<file path="src/rtl/common_pkg.sv">
// Shared CLIC types: priority/index widths and per-entry vector types.
// Entry index '1 is reserved for the current threshold.
package common_pkg;
  localparam int unsigned NR_PRIO_BITS  = 3;
  localparam int unsigned NR_INDEX_BITS = 3;
  localparam int unsigned NR_ENTRIES    = 2**NR_INDEX_BITS;

  typedef logic [NR_PRIO_BITS-1:0]  Prio;
  typedef logic [NR_INDEX_BITS-1:0] Index;
  typedef Prio [NR_ENTRIES-1:0]     PrioEntries;
  typedef logic [NR_ENTRIES-1:0]    BitEntries;
endpackage

</file>
<file path="src/rtl/can_clic_nest.sv">
// can_clic_nest: nesting controller around the combinational can_clic arbiter.
// Holds pend bits and the current threshold, presents the arbiter winner to
// the core as a registered req/ack handshake, and keeps a stack of preempted
// thresholds for nested handlers.
// Ports:
//   clk, rst_n          clock, async active-low reset
//   prio_cfg/enable_cfg per-source config (slot '1 ignored)
//   pend_set            one-cycle pend set pulses (slot '1 ignored)
//   arb_entries/enable/pend  to arbiter, slot '1 carries the threshold
//   arb_is_interrupt/arb_index  arbiter result
//   irq_req/irq_index   registered request to core
//   irq_ack/irq_ret     core accepts request / leaves handler
//   threshold, depth    current threshold and stack occupancy
//   err_ovf/unf/proto   sticky error flags
module can_clic_nest
  import common_pkg::*;
#(
  parameter int unsigned STACK_DEPTH = 2**NR_PRIO_BITS,
  localparam int unsigned DW = $clog2(STACK_DEPTH + 1)
) (
  input  logic            clk,
  input  logic            rst_n,
  input  PrioEntries      prio_cfg,
  input  BitEntries       enable_cfg,
  input  BitEntries       pend_set,
  output PrioEntries      arb_entries,
  output BitEntries       arb_enable,
  output BitEntries       arb_pend,
  input  logic            arb_is_interrupt,
  input  Index            arb_index,
  output logic            irq_req,
  output Index            irq_index,
  input  logic            irq_ack,
  input  logic            irq_ret,
  output Prio             threshold,
  output logic [DW-1:0]   depth,
  output logic            err_ovf,
  output logic            err_unf,
  output logic            err_proto
);

  localparam Index THR_SLOT = '1;
  localparam int unsigned SW = (STACK_DEPTH > 1) ? $clog2(STACK_DEPTH) : 1;

  typedef enum logic {IDLE, REQ} state_e;

  state_e          state_q;
  BitEntries       pend_q, pend_d, clr_d;
  Prio             thr_q, thr_d;
  logic [DW-1:0]   depth_q, depth_d;
  logic            req_q;
  Index            idx_q;
  logic            ovf_q, unf_q, proto_q;
  Prio             stack_q [STACK_DEPTH];

  logic            ack_ok, ret_ok, full, empty;
  logic [SW-1:0]   push_ptr, pop_ptr;

  always_comb begin
    ack_ok   = irq_ack & req_q;
    // A return coinciding with any ack is discarded (protocol error).
    ret_ok   = irq_ret & ~irq_ack;
    full     = (depth_q == DW'(STACK_DEPTH));
    empty    = (depth_q == '0);
    push_ptr = SW'(depth_q);
    pop_ptr  = SW'(depth_q - DW'(1));

    clr_d = '0;
    if (ack_ok) clr_d[idx_q] = 1'b1;
    // Set is ORed after the clear so a same-cycle set survives.
    pend_d = (pend_q & ~clr_d) | pend_set;
    pend_d[THR_SLOT] = 1'b0;

    thr_d   = thr_q;
    depth_d = depth_q;
    if (ack_ok) begin
      thr_d = prio_cfg[idx_q];
      if (!full) depth_d = depth_q + DW'(1);
    end else if (ret_ok && !empty) begin
      thr_d   = stack_q[pop_ptr];
      depth_d = depth_q - DW'(1);
    end
  end

  always_comb begin
    arb_entries           = prio_cfg;
    arb_entries[THR_SLOT] = thr_q;
    arb_enable            = enable_cfg;
    arb_enable[THR_SLOT]  = 1'b1;
    arb_pend              = pend_q;
    arb_pend[THR_SLOT]    = 1'b1;
  end

  // Stack contents need no reset; only depth_q qualifies them.
  always_ff @(posedge clk) begin
    if (ack_ok && !full) stack_q[push_ptr] <= thr_q;
  end

  always_ff @(posedge clk or negedge rst_n) begin
    if (!rst_n) begin
      state_q <= IDLE;
      pend_q  <= '0;
      thr_q   <= '0;
      depth_q <= '0;
      req_q   <= 1'b0;
      idx_q   <= '0;
      ovf_q   <= 1'b0;
      unf_q   <= 1'b0;
      proto_q <= 1'b0;
    end else begin
      pend_q  <= pend_d;
      thr_q   <= thr_d;
      depth_q <= depth_d;
      ovf_q   <= ovf_q | (ack_ok & full);
      unf_q   <= unf_q | (ret_ok & empty);
      proto_q <= proto_q | (irq_ack & (~req_q | irq_ret));
      case (state_q)
        IDLE: begin
          if (arb_is_interrupt) begin
            state_q <= REQ;
            req_q   <= 1'b1;
            idx_q   <= arb_index;
          end
        end
        REQ: begin
          if (ack_ok || !arb_is_interrupt) begin
            state_q <= IDLE;
            req_q   <= 1'b0;
          end else begin
            idx_q <= arb_index;
          end
        end
        default: begin
          state_q <= IDLE;
          req_q   <= 1'b0;
        end
      endcase
    end
  end

  assign irq_req   = req_q;
  assign irq_index = idx_q;
  assign threshold = thr_q;
  assign depth     = depth_q;
  assign err_ovf   = ovf_q;
  assign err_unf   = unf_q;
  assign err_proto = proto_q;

endmodule

</file>
<file path="config.mk">
export PLATFORM = sky130hd
export DESIGN_NAME = can_clic_nest
export DESIGN_NICKNAME = d
export VERILOG_FILES = /design/src/rtl/common_pkg.sv /design/src/rtl/can_clic_nest.sv
export SDC_FILE = /design/constraint.sdc
export NUM_CORES = 1
export LEC_CHECK = 0
export ABC_CLOCK_PERIOD_IN_PS = 2200
export BUFFER_PORTS_ARGS = -buffer_cell sky130_fd_sc_hd__buf_4
export CAP_MARGIN = 20
export CORE_MARGIN = 2
export CORE_UTILIZATION = 40
export DETAILED_ROUTE_END_ITERATION = 7
export GPL_ROUTABILITY_DRIVEN = 0
export HOLD_SLACK_MARGIN = 0.1
export PLACE_DENSITY = 0.71
export SETUP_SLACK_MARGIN = 0.4
export SYNTH_ARGS = -nofsm -noshare
export SYNTH_HDL_FRONTEND = slang
export SYNTH_SLANG_ARGS = --single-unit
</file>
<file path="constraint.sdc">
create_clock -name clk -period 2.2 [get_ports clk]
set_clock_uncertainty 0.05 [all_clocks]
set_input_delay 0.33 -clock clk [delete_from_list [all_inputs] [get_ports clk]]
set_output_delay 0.33 -clock clk [all_outputs]
set_load 0.03 [all_outputs]
</file>
==> out/qor.csv, run 1 <==
metric,value,unit
status,finished clean,
dpl.hpwl,4000,µm
worst-path-buf-inv,1,
grt-ovfl-total,0,
postRouteAntennaNets,0,
grt_pass1_wl,8110,µm
drt_wl_total,5300,µm
synthTopCellsByArea,"edfxtp_1 (30%), dfrtp_1 (23%), buf_4 (10%)",
hold_class,primary input to flip-flop,
final_util,51.7,%
min_period,1.88,ns
netlist_instances,194,
synth_top_flop_cell,edfxtp_1,
htree_levels,2,
finalPower,3410,µW
synth_compound_area_share,8.08,%
timing.setup.tns,0,ns
fin_nets,306,
period_share,85.3,%
fp.coreArea,5890,µm²
synth.avg_cell_area,12.5,µm²
ir_worst_vdd,0.000657,V
fp.dieW,81.7,µm
worstMarginPinSlew,0.495,ns
max_cap_violations,0,
yosysSeqAreaShare,52.6,%
yosys_register_bits,46,
yosysWarnings,0,
cts_sinks,46,
antenna-diode-count,0,
whs,0.177,ns
num_rows,28,
critPathTopFamily,multiplexers,
vias,1655,
die_area,6680,µm²
first_global_vias,1677,
cp.arrival,2.01,ns
cts_tree,built,
place.port_buffers,83,
wl_met1,2120,µm
yosys.area.top_type_share,29.8,%
end_kind,flip-flop,
insertion_delay,0.29,ns
remaining_drc_errors,0,
ios,102,
cts_inserted_buffers,5,
drive_gt1_share,48.4,%
cp_slowest_stage_delay,0.45,ns
synth_area,2420,µm²
clockRootBuffer,clkbuf_8,
synth_top_family_by_area,buffers and inverters,
track_usage,16.2,%
setup_viol,0,
synth.distinct_cells,37,
relSlewSlack,66.7,%
cp_max_fo,7,
synth-simple-area-share,10.5,%
start_kind,flip-flop,
met3WireLength,235,µm
clk_pin_slew,0.08,ns
clock.fmax,533,MHz
wl_met2,2890,µm
yosys.area_share.adder,1.55,%
synth_edf_count,24,
drv_slew,0,
synthToLayoutAreaGrowth,26.0,%
hold_viol,0,
critPathKind,flip-flop to flip-flop,
start_util,41.1,%
grt_antenna_before_repair,0,
grt_setup_unrepaired,yes,
yosysTopAreaCell,edfxtp_1,
clock_path_buffers,2,
grt_max_degree,23,
synth-xor-area-share,1.81,%
cp_data_required_time,2.33,ns
leakage,0.00126,µW
postSynth.asyncResetShare,47.8,%
crit_path_top_delay_cell,dfrtp_2,
drt_iter0_drc,57,
avgRoutedWirePerCell,16.0,µm
die_h,81.7,µm
viasPerCell,5.00,
powerDensity,1120,nW/µm²
dr.max_layer_used,met4,
crit_chain,"inv_6, ha_4, mux4_2, mux2_4, a221o_1",
drtPass1Iterations,4,
synth.area.mux_share,12.6,%
-- layer usage --
| layer | track usage [%] | vias to the layer above |
|---|---|---|
| li1 | - | 791 |
| met5 | 0 | - |
| met1 | 20.8 | 815 |
| met3 | 1.87 | 4 |
| met4 | 6.00 | 0 |
| met2 | 28.3 | 45 |
-- cell families (layout without fill, tap and decap cells) --
logic type / count (synthesis) / count (layout)
multiplexers: 19 / 19
other: 1 / 2
flip-flops: 46 / 46
adder cells (fa/ha/maj): 3 / 3
AO/OA/AOI/OAI: 28 / 28
buffers and inverters: 46 / 107
AND/OR/NAND/NOR: 46 / 46
XOR/XNOR: 5 / 5
-- power by group --
part           leakage [µW]  total, µW  switching [µW]  internal, µW
Clock             0.0000450        484             264           220
Sequential         0.000450       1330             209          1120
Combinational      0.000767       1600             795           801
Total               0.00126       3410            1270          2140
-- flip-flops by register name, indices dropped and copies added, names as in the netlist, 3 cells and up --
| signal | flops |
|---|---|
| pend_q | 7 |
| irq_index | 3 |
| threshold | 3 |
| stack_q | 24 |
| depth | 4 |
-- final cells by class --
| type | instances | area (µm²) |
|---|---|---|
| sequential | 46 | 1270 |
| timing repair buffer | 94 | 712 |
| multi-input combinational | 103 | 857 |
| inverter | 5 | 23.8 |
| clock buffer | 6 | 72.6 |
| fill | 543 | 2840 |
| tap | 75 | 93.8 |
| clock inverter | 2 | 10.0 |
-- worst paths after layout --
| check | start | to | slack, ns | cells after the start |
|---|---|---|---|---|
| min | pend_set[5] | pend_q[5] | 0.18 | 2 |
| max | depth[0] | threshold[1] | 0.32 | 5 |
| min in group asynchronous | rst_n | pend_q[3] | 0.44 | 2 |
| max reg2reg | depth[0] | threshold[1] | 0.32 | 5 |
| max in group asynchronous | rst_n | irq_index[0] | 1.40 | 2 |
| min reg2reg | err_proto | err_proto | 0.43 | 1 |
-- through the flow --
| step | cells | area [µm²] | setup slack (ns) |
|---|---|---|---|
| floorplan | 195 | 2450 | 0.128 |
| global placement | 316 | 2900 | 0.195 |
| detailed placement | 316 | 2900 | 0.141 |
| CTS | 330 | 3030 | 0.293 |
| global route | 331 | 3040 | 0.245 |
| finish | 331 | 3040 | 0.322 |
-- worst reg2reg max path: cells and delay by family, from the launching register on --
| family | cells | cell delay [ns] |
|---|---|---|
| AO/OA/AOI/OAI | 1 | 0.31 |
| multiplexers | 2 | 0.59 |
| buffers and inverters | 1 | 0.05 |
| flip-flops | 1 | 0.45 |
| adder cells (fa/ha/maj) | 1 | 0.32 |
-- placed cells by master, fill, tap and decap left out, drive strengths merged, types with 5 or more instances in the layout --
cell and instances:
mux4 6, edfxtp 24, inv 5, nor2b 6, buf 93, o21ai 9, mux2 13, dfrtp 22
clkbuf 6, nand2b 12, nand2 9, nor2 5
-- what timing repair did --
action,in CTS,in global routing
endpoints found under the setup margin,4,4
gates resized for setup,2,2
pin swaps,1,1
hold buffers,1,0
cloned,0,0
setup buffers,5,1
hold endpoints to repair,22,0
-- cell usage after synthesis, types with 3 or more instances --
cell	count
a2111oi_0	3
a211oi_1	3
a221o_1	3
buf_4	33
clkbuf_1	4
dfrtp_1	22
edfxtp_1	24
ha_1	3
inv_1	5
mux2_2	13
mux4_1	6
nand2_1	9
nand2b_1	12
nor2_1	5
nor2b_1	6
nor4_1	4
o21ai_0	9
o22ai_1	3
xnor2_1	4
No activity file was read; power rests on OpenSTA's default activity.
==> run 2: changes to the inputs <==
--- a/config.mk
+++ b/config.mk
@@ -10,3 +10,4 @@
 export CAP_MARGIN = 20
-export CORE_MARGIN = 2
+export CORE_ASPECT_RATIO = 1.25
+export CORE_MARGIN = 5
 export CORE_UTILIZATION = 40
--- a/constraint.sdc
+++ b/constraint.sdc
@@ -4,2 +4,2 @@
 set_output_delay 0.33 -clock clk [all_outputs]
-set_load 0.03 [all_outputs]
+set_load 0.1 [all_outputs]
==> out/qor.csv, run 2 (synthesis results as in run 1) <==
metric,value,unit
relSlewSlack,60.4,%
min_period,1.95,ns
cts_tree,built,
grt_antenna_before_repair,0,
reg2reg_depth,5,
wl_met2,3070,µm
hold_path.startpoint,pend_set[5],
drv_slew,0,
crit_chain,"inv_6, ha_4, mux4_2, mux2_4, a221o_1",
max_cap_violations,0,
first_global_vias,1871,
wl_met1,2130,µm
postRouteAntennaNets,0,
track_usage,14.8,%
ios,102,
viasPerCell,5.11,
rrSetupSlack,0.25,ns
start_util,41.5,%
clk_pin_slew,0.08,ns
final_cell_mix,"buf_4 (93), edfxtp_1 (24), dfrtp_1 (15)",
cts_sinks,46,
period_share,88.7,%
fp.dieW,79.5,µm
start_kind,flip-flop,
cp_data_required_time,2.33,ns
power.share.clock,12.1,%
fin_nets,307,
grt_max_degree,23,
fin_ws,0.249,ns
met3WireLength,290,µm
clock_path_buffers,2,
vias,1651,
drt_wl_total,5540,µm
cts_inserted_buffers,5,
sw_frac_of_total,48.8,%
setup_viol,0,
end_kind,flip-flop,
layout_commonest_cell,buf_4,
placed_area,2900,µm²
avgRoutedWirePerCell,17.1,µm
combPwrFrac,55.7,%
grt_setup_unrepaired,yes,
die_area,7700,µm²
ir_worst_vdd,0.000648,V
clockRootBuffer,clkbuf_8,
r2r_start,depth[0],
num_rows,31,
crit_path_top_delay_cell,dfrtp_4,
critPathKind,flip-flop to flip-flop,
regMostFlops,stack_q,
min_path_cells,2,
cp.arrival,2.08,ns
fp.coreArea,5820,µm²
insertion_delay,0.29,ns
p_int,2230,µW
status,finished clean,
cp_slowest_stage_delay,0.51,ns
hold_viol,0,
p_sw,2130,µW
clock.fmax,513,MHz
grt-ovfl-total,0,
largest_register_ffs,24,
whs,0.171,ns
drtPass1Iterations,4,
cp_max_fo,8,
place.port_buffers,83,
synthToLayoutAreaGrowth,28.2,%
hold_class,primary input to flip-flop,
dpl.hpwl,4200,µm
pre_cts_ws,0.140,ns
hold_end,pend_q[5],
finalPower,4360,µW
reg2reg_to,threshold[1],
remaining_drc_errors,0,
drt_iter0_drc,88,
grt_pass1_wl,8960,µm
die_h,96.9,µm
drive_gt1_share,52.1,%
worstMarginPinSlew,0.579,ns
powerDensity,1410,nW/µm²
htree_levels,2,
dr.max_layer_used,met4,
p_seq_share,32.2,%
fin_area,3100,µm²
leakage,0.00127,µW
antenna-diode-count,0,
[run 2: cell types whose count changed in the layout (fill, tap and decap cells not counted), sizes merged]
| cell | change |
|---|---|
| buf | +1 |
| clkinv | -1 |
| clkinvlp | +1 |
[run 2: worst max-delay path, delay by kind of cell, from the launching register on]
family / cells / cell delay (ns)
adder cells (fa/ha/maj): 1 / 0.31
buffers and inverters: 1 / 0.06
flip-flops: 1 / 0.51
multiplexers: 2 / 0.59
AO/OA/AOI/OAI: 1 / 0.31
[run 2: worst max path at each step]
stage	end	startpoint
after floorplan	threshold[1]	depth[0]
after global placement	threshold[2]	depth[0]
after detailed placement	threshold[2]	depth[0]
after CTS	threshold[1]	depth[0]
after global routing	threshold[1]	depth[0]
final	threshold[1]	depth[0]
[run 2: metrics by stage]
step | utilization, % | TNS [ns] | std cells
finish | 53.2 | 0 | 323
global route | 53.2 | 0 | 323
CTS | 52.9 | 0 | 321
detailed placement | 49.8 | 0 | 305
global placement | 49.8 | 0 | 305
floorplan | - | -0.0182 | 195
[run 2: final cells by class]
type,instances,area [µm²]
inverter,5,23.8
clock inverter,2,12.5
timing repair buffer,95,728
sequential,46,1290
fill,534,2720
clock buffer,6,82.6
tap,66,82.6
multi-input combinational,103,876
[run 2: power by group through the flow]
stage | logic, µW | clock network (µW) | registers, µW
6_report | 2430 | 530 | 1400
5_1_grt | 2540 | 575 | 1440
4_1_cts | 2410 | 537 | 1410
3_5_place_dp | 2230 | 0 | 1440
3_3_place_gp | 2210 | 0 | 1420
2_1_floorplan | 1300 | 0 | 2020
[run 2: per-layer routing]
| layer | track usage [%] | vias to the layer above |
|---|---|---|
| li1 | - | 789 |
| met1 | 16.4 | 806 |
| met2 | 27.5 | 50 |
| met3 | 4.28 | 6 |
| met4 | 3.04 | 0 |
| met5 | 0 | - |
[run 2: timing repair]
action / 4_1_cts / 5_1_grt
pin swaps: 2 / 1
buffers inserted: 7 / 2
hold buffers: 1 / 0
setup endpoints to repair: 3 / 3
gates resized for setup: 4 / 1
endpoints found under the hold margin: 22 / 0
==> run 3: changes to the inputs <==
BUFFER_PORTS_ARGS = -buffer_cell sky130_fd_sc_hd__buf_2   (was -buffer_cell sky130_fd_sc_hd__buf_4)
==> out/qor.csv, run 3 (synthesis results as in run 1) <==
metric,value,unit
reg2reg_to,threshold[1],
avgRoutedWirePerCell,16.3,µm
seqCellArea,1290,µm²
leakage,0.00118,µW
cts_tree,built,
hold_class,primary input to flip-flop,
cp.arrival,2.05,ns
cp_max_fo,7,
start_util,41.5,%
worstMarginPinSlew,0.484,ns
final_cell_mix,"buf_2 (82), edfxtp_1 (24), dfrtp_1 (15)",
grt_setup_unrepaired,yes,
htree_levels,2,
regMostFlops,stack_q,
viasPerCell,5.07,
nFillCells,519,
placed_area,2700,µm²
num_rows,31,
relSlewSlack,66.9,%
fin_area,2870,µm²
cp_data_required_time,2.32,ns
cp_slowest_stage_delay,0.49,ns
reg2reg_depth,5,
postRouteAntennaNets,0,
min_period,1.93,ns
fin_nets,305,
fp.dieW,79.5,µm
hold_path.startpoint,pend_set[1],
pre_cts_ws,0.161,ns
insertion_delay,0.29,ns
hold_viol,0,
end_kind,flip-flop,
place.port_buffers,83,
rrSetupSlack,0.27,ns
antenna-diode-count,0,
track_usage,14.1,%
layout_commonest_cell,buf_2,
whs,0.172,ns
crit_chain,"inv_6, ha_4, mux4_2, mux2_4, a221o_1",
grt-ovfl-total,0,
clockRootBuffer,clkbuf_8,
timing.setup.tns,0,ns
grt_max_degree,23,
grt_pass1_wl,8630,µm
setup_viol,0,
ir_worst_vdd,0.000829,V
remaining_drc_errors,0,
drv_slew,0,
fin_ws,0.270,ns
clock_path_buffers,2,
fp.coreArea,5820,µm²
critPathKind,flip-flop to flip-flop,
r2r_start,depth[0],
crit_path_top_delay_cell,dfrtp_4,
drt_wl_total,5220,µm
synthToLayoutAreaGrowth,18.7,%
dpl.hpwl,4120,µm
powerDensity,1460,nW/µm²
cts_sinks,46,
hold_end,pend_q[1],
vias,1629,
largest_register_ffs,24,
drive_gt1_share,52.2,%
clock.fmax,518,MHz
min_path_cells,2,
drtPass1Iterations,5,
die_h,96.9,µm
die_area,7700,µm²
period_share,87.7,%
multi_input_area,882,µm²
cts_inserted_buffers,5,
clk_pin_slew,0.08,ns
ios,102,
first_global_vias,1721,
drt_iter0_drc,66,
final_util,49.3,%
max_cap_violations,0,
grt_antenna_before_repair,0,
status,finished clean,
start_kind,flip-flop,
==> run 3: cell types whose count changed in the layout (fill, tap and decap cells not counted), sizes merged <==
cell	delta
clkinv	+1
buf	-2
clkinvlp	-1
==> run 3: worst max path at each step <==
stage               startpoint            to  slack, ns  cells past startpoint
finish                depth[0]  threshold[1]       0.27                      5
global route          depth[0]  threshold[1]       0.23                      5
CTS                   depth[0]  threshold[1]       0.27                      5
detailed placement    depth[0]  threshold[0]       0.16                      5
global placement      depth[0]  threshold[0]       0.20                      5
floorplan             depth[0]  threshold[1]      -0.02                      7
==> run 3: area by class of cell <==
cell class	count	share of cell area (%)
well taps	66	2.88
multi-input cells	103	30.8
repair buffers	93	17.7
flip-flops and latches	46	45.0
clock inverters	2	0.305
inverters	5	0.829
clock buffers	6	2.53
==> run 3: per-stage QoR <==
step                      power, µW  instances
after floorplan                3310        195
after global placement         3520        307
after detailed placement       3560        307
after CTS                      4160        321
after global routing           4380        321
final                          4180        321
==> run 3: power breakdown <==
group	internal (µW)	leakage, µW	switching (µW)
registers	1140	0.000446	230
logic	725	0.000694	1610
clock network	218	0.0000426	256
==> run 3: routing by layer <==
layer	up-vias	global-route usage, %	part of all wire [%]	routed length (µm)
met4	0	3.04	0.52	27
met2	53	25.5	54	2820
met1	786	16.8	40	2080
met5	-	0	0	0
met3	4	2.88	5.5	286
li1	786	-	-	-
==> run 3: what timing repair did <==
| item | CTS | global route |
|---|---|---|
| hold endpoints to repair | 22 | 0 |
| gates cloned | 0 | 0 |
| hold buffers | 1 | 0 |
| pin swaps | 2 | 1 |
| resized for setup | 4 | 5 |
| buffers inserted | 5 | 0 |
| setup endpoints to repair | 4 | 9 |
==> run 3: worst max-delay path: cells and delay by family, from the launching register on <==
kind / cells / cell delay (ns)
AO/OA/AOI/OAI: 1 / 0.31
adder cells (fa/ha/maj): 1 / 0.32
buffers and inverters: 1 / 0.06
flip-flops: 1 / 0.49
multiplexers: 2 / 0.59
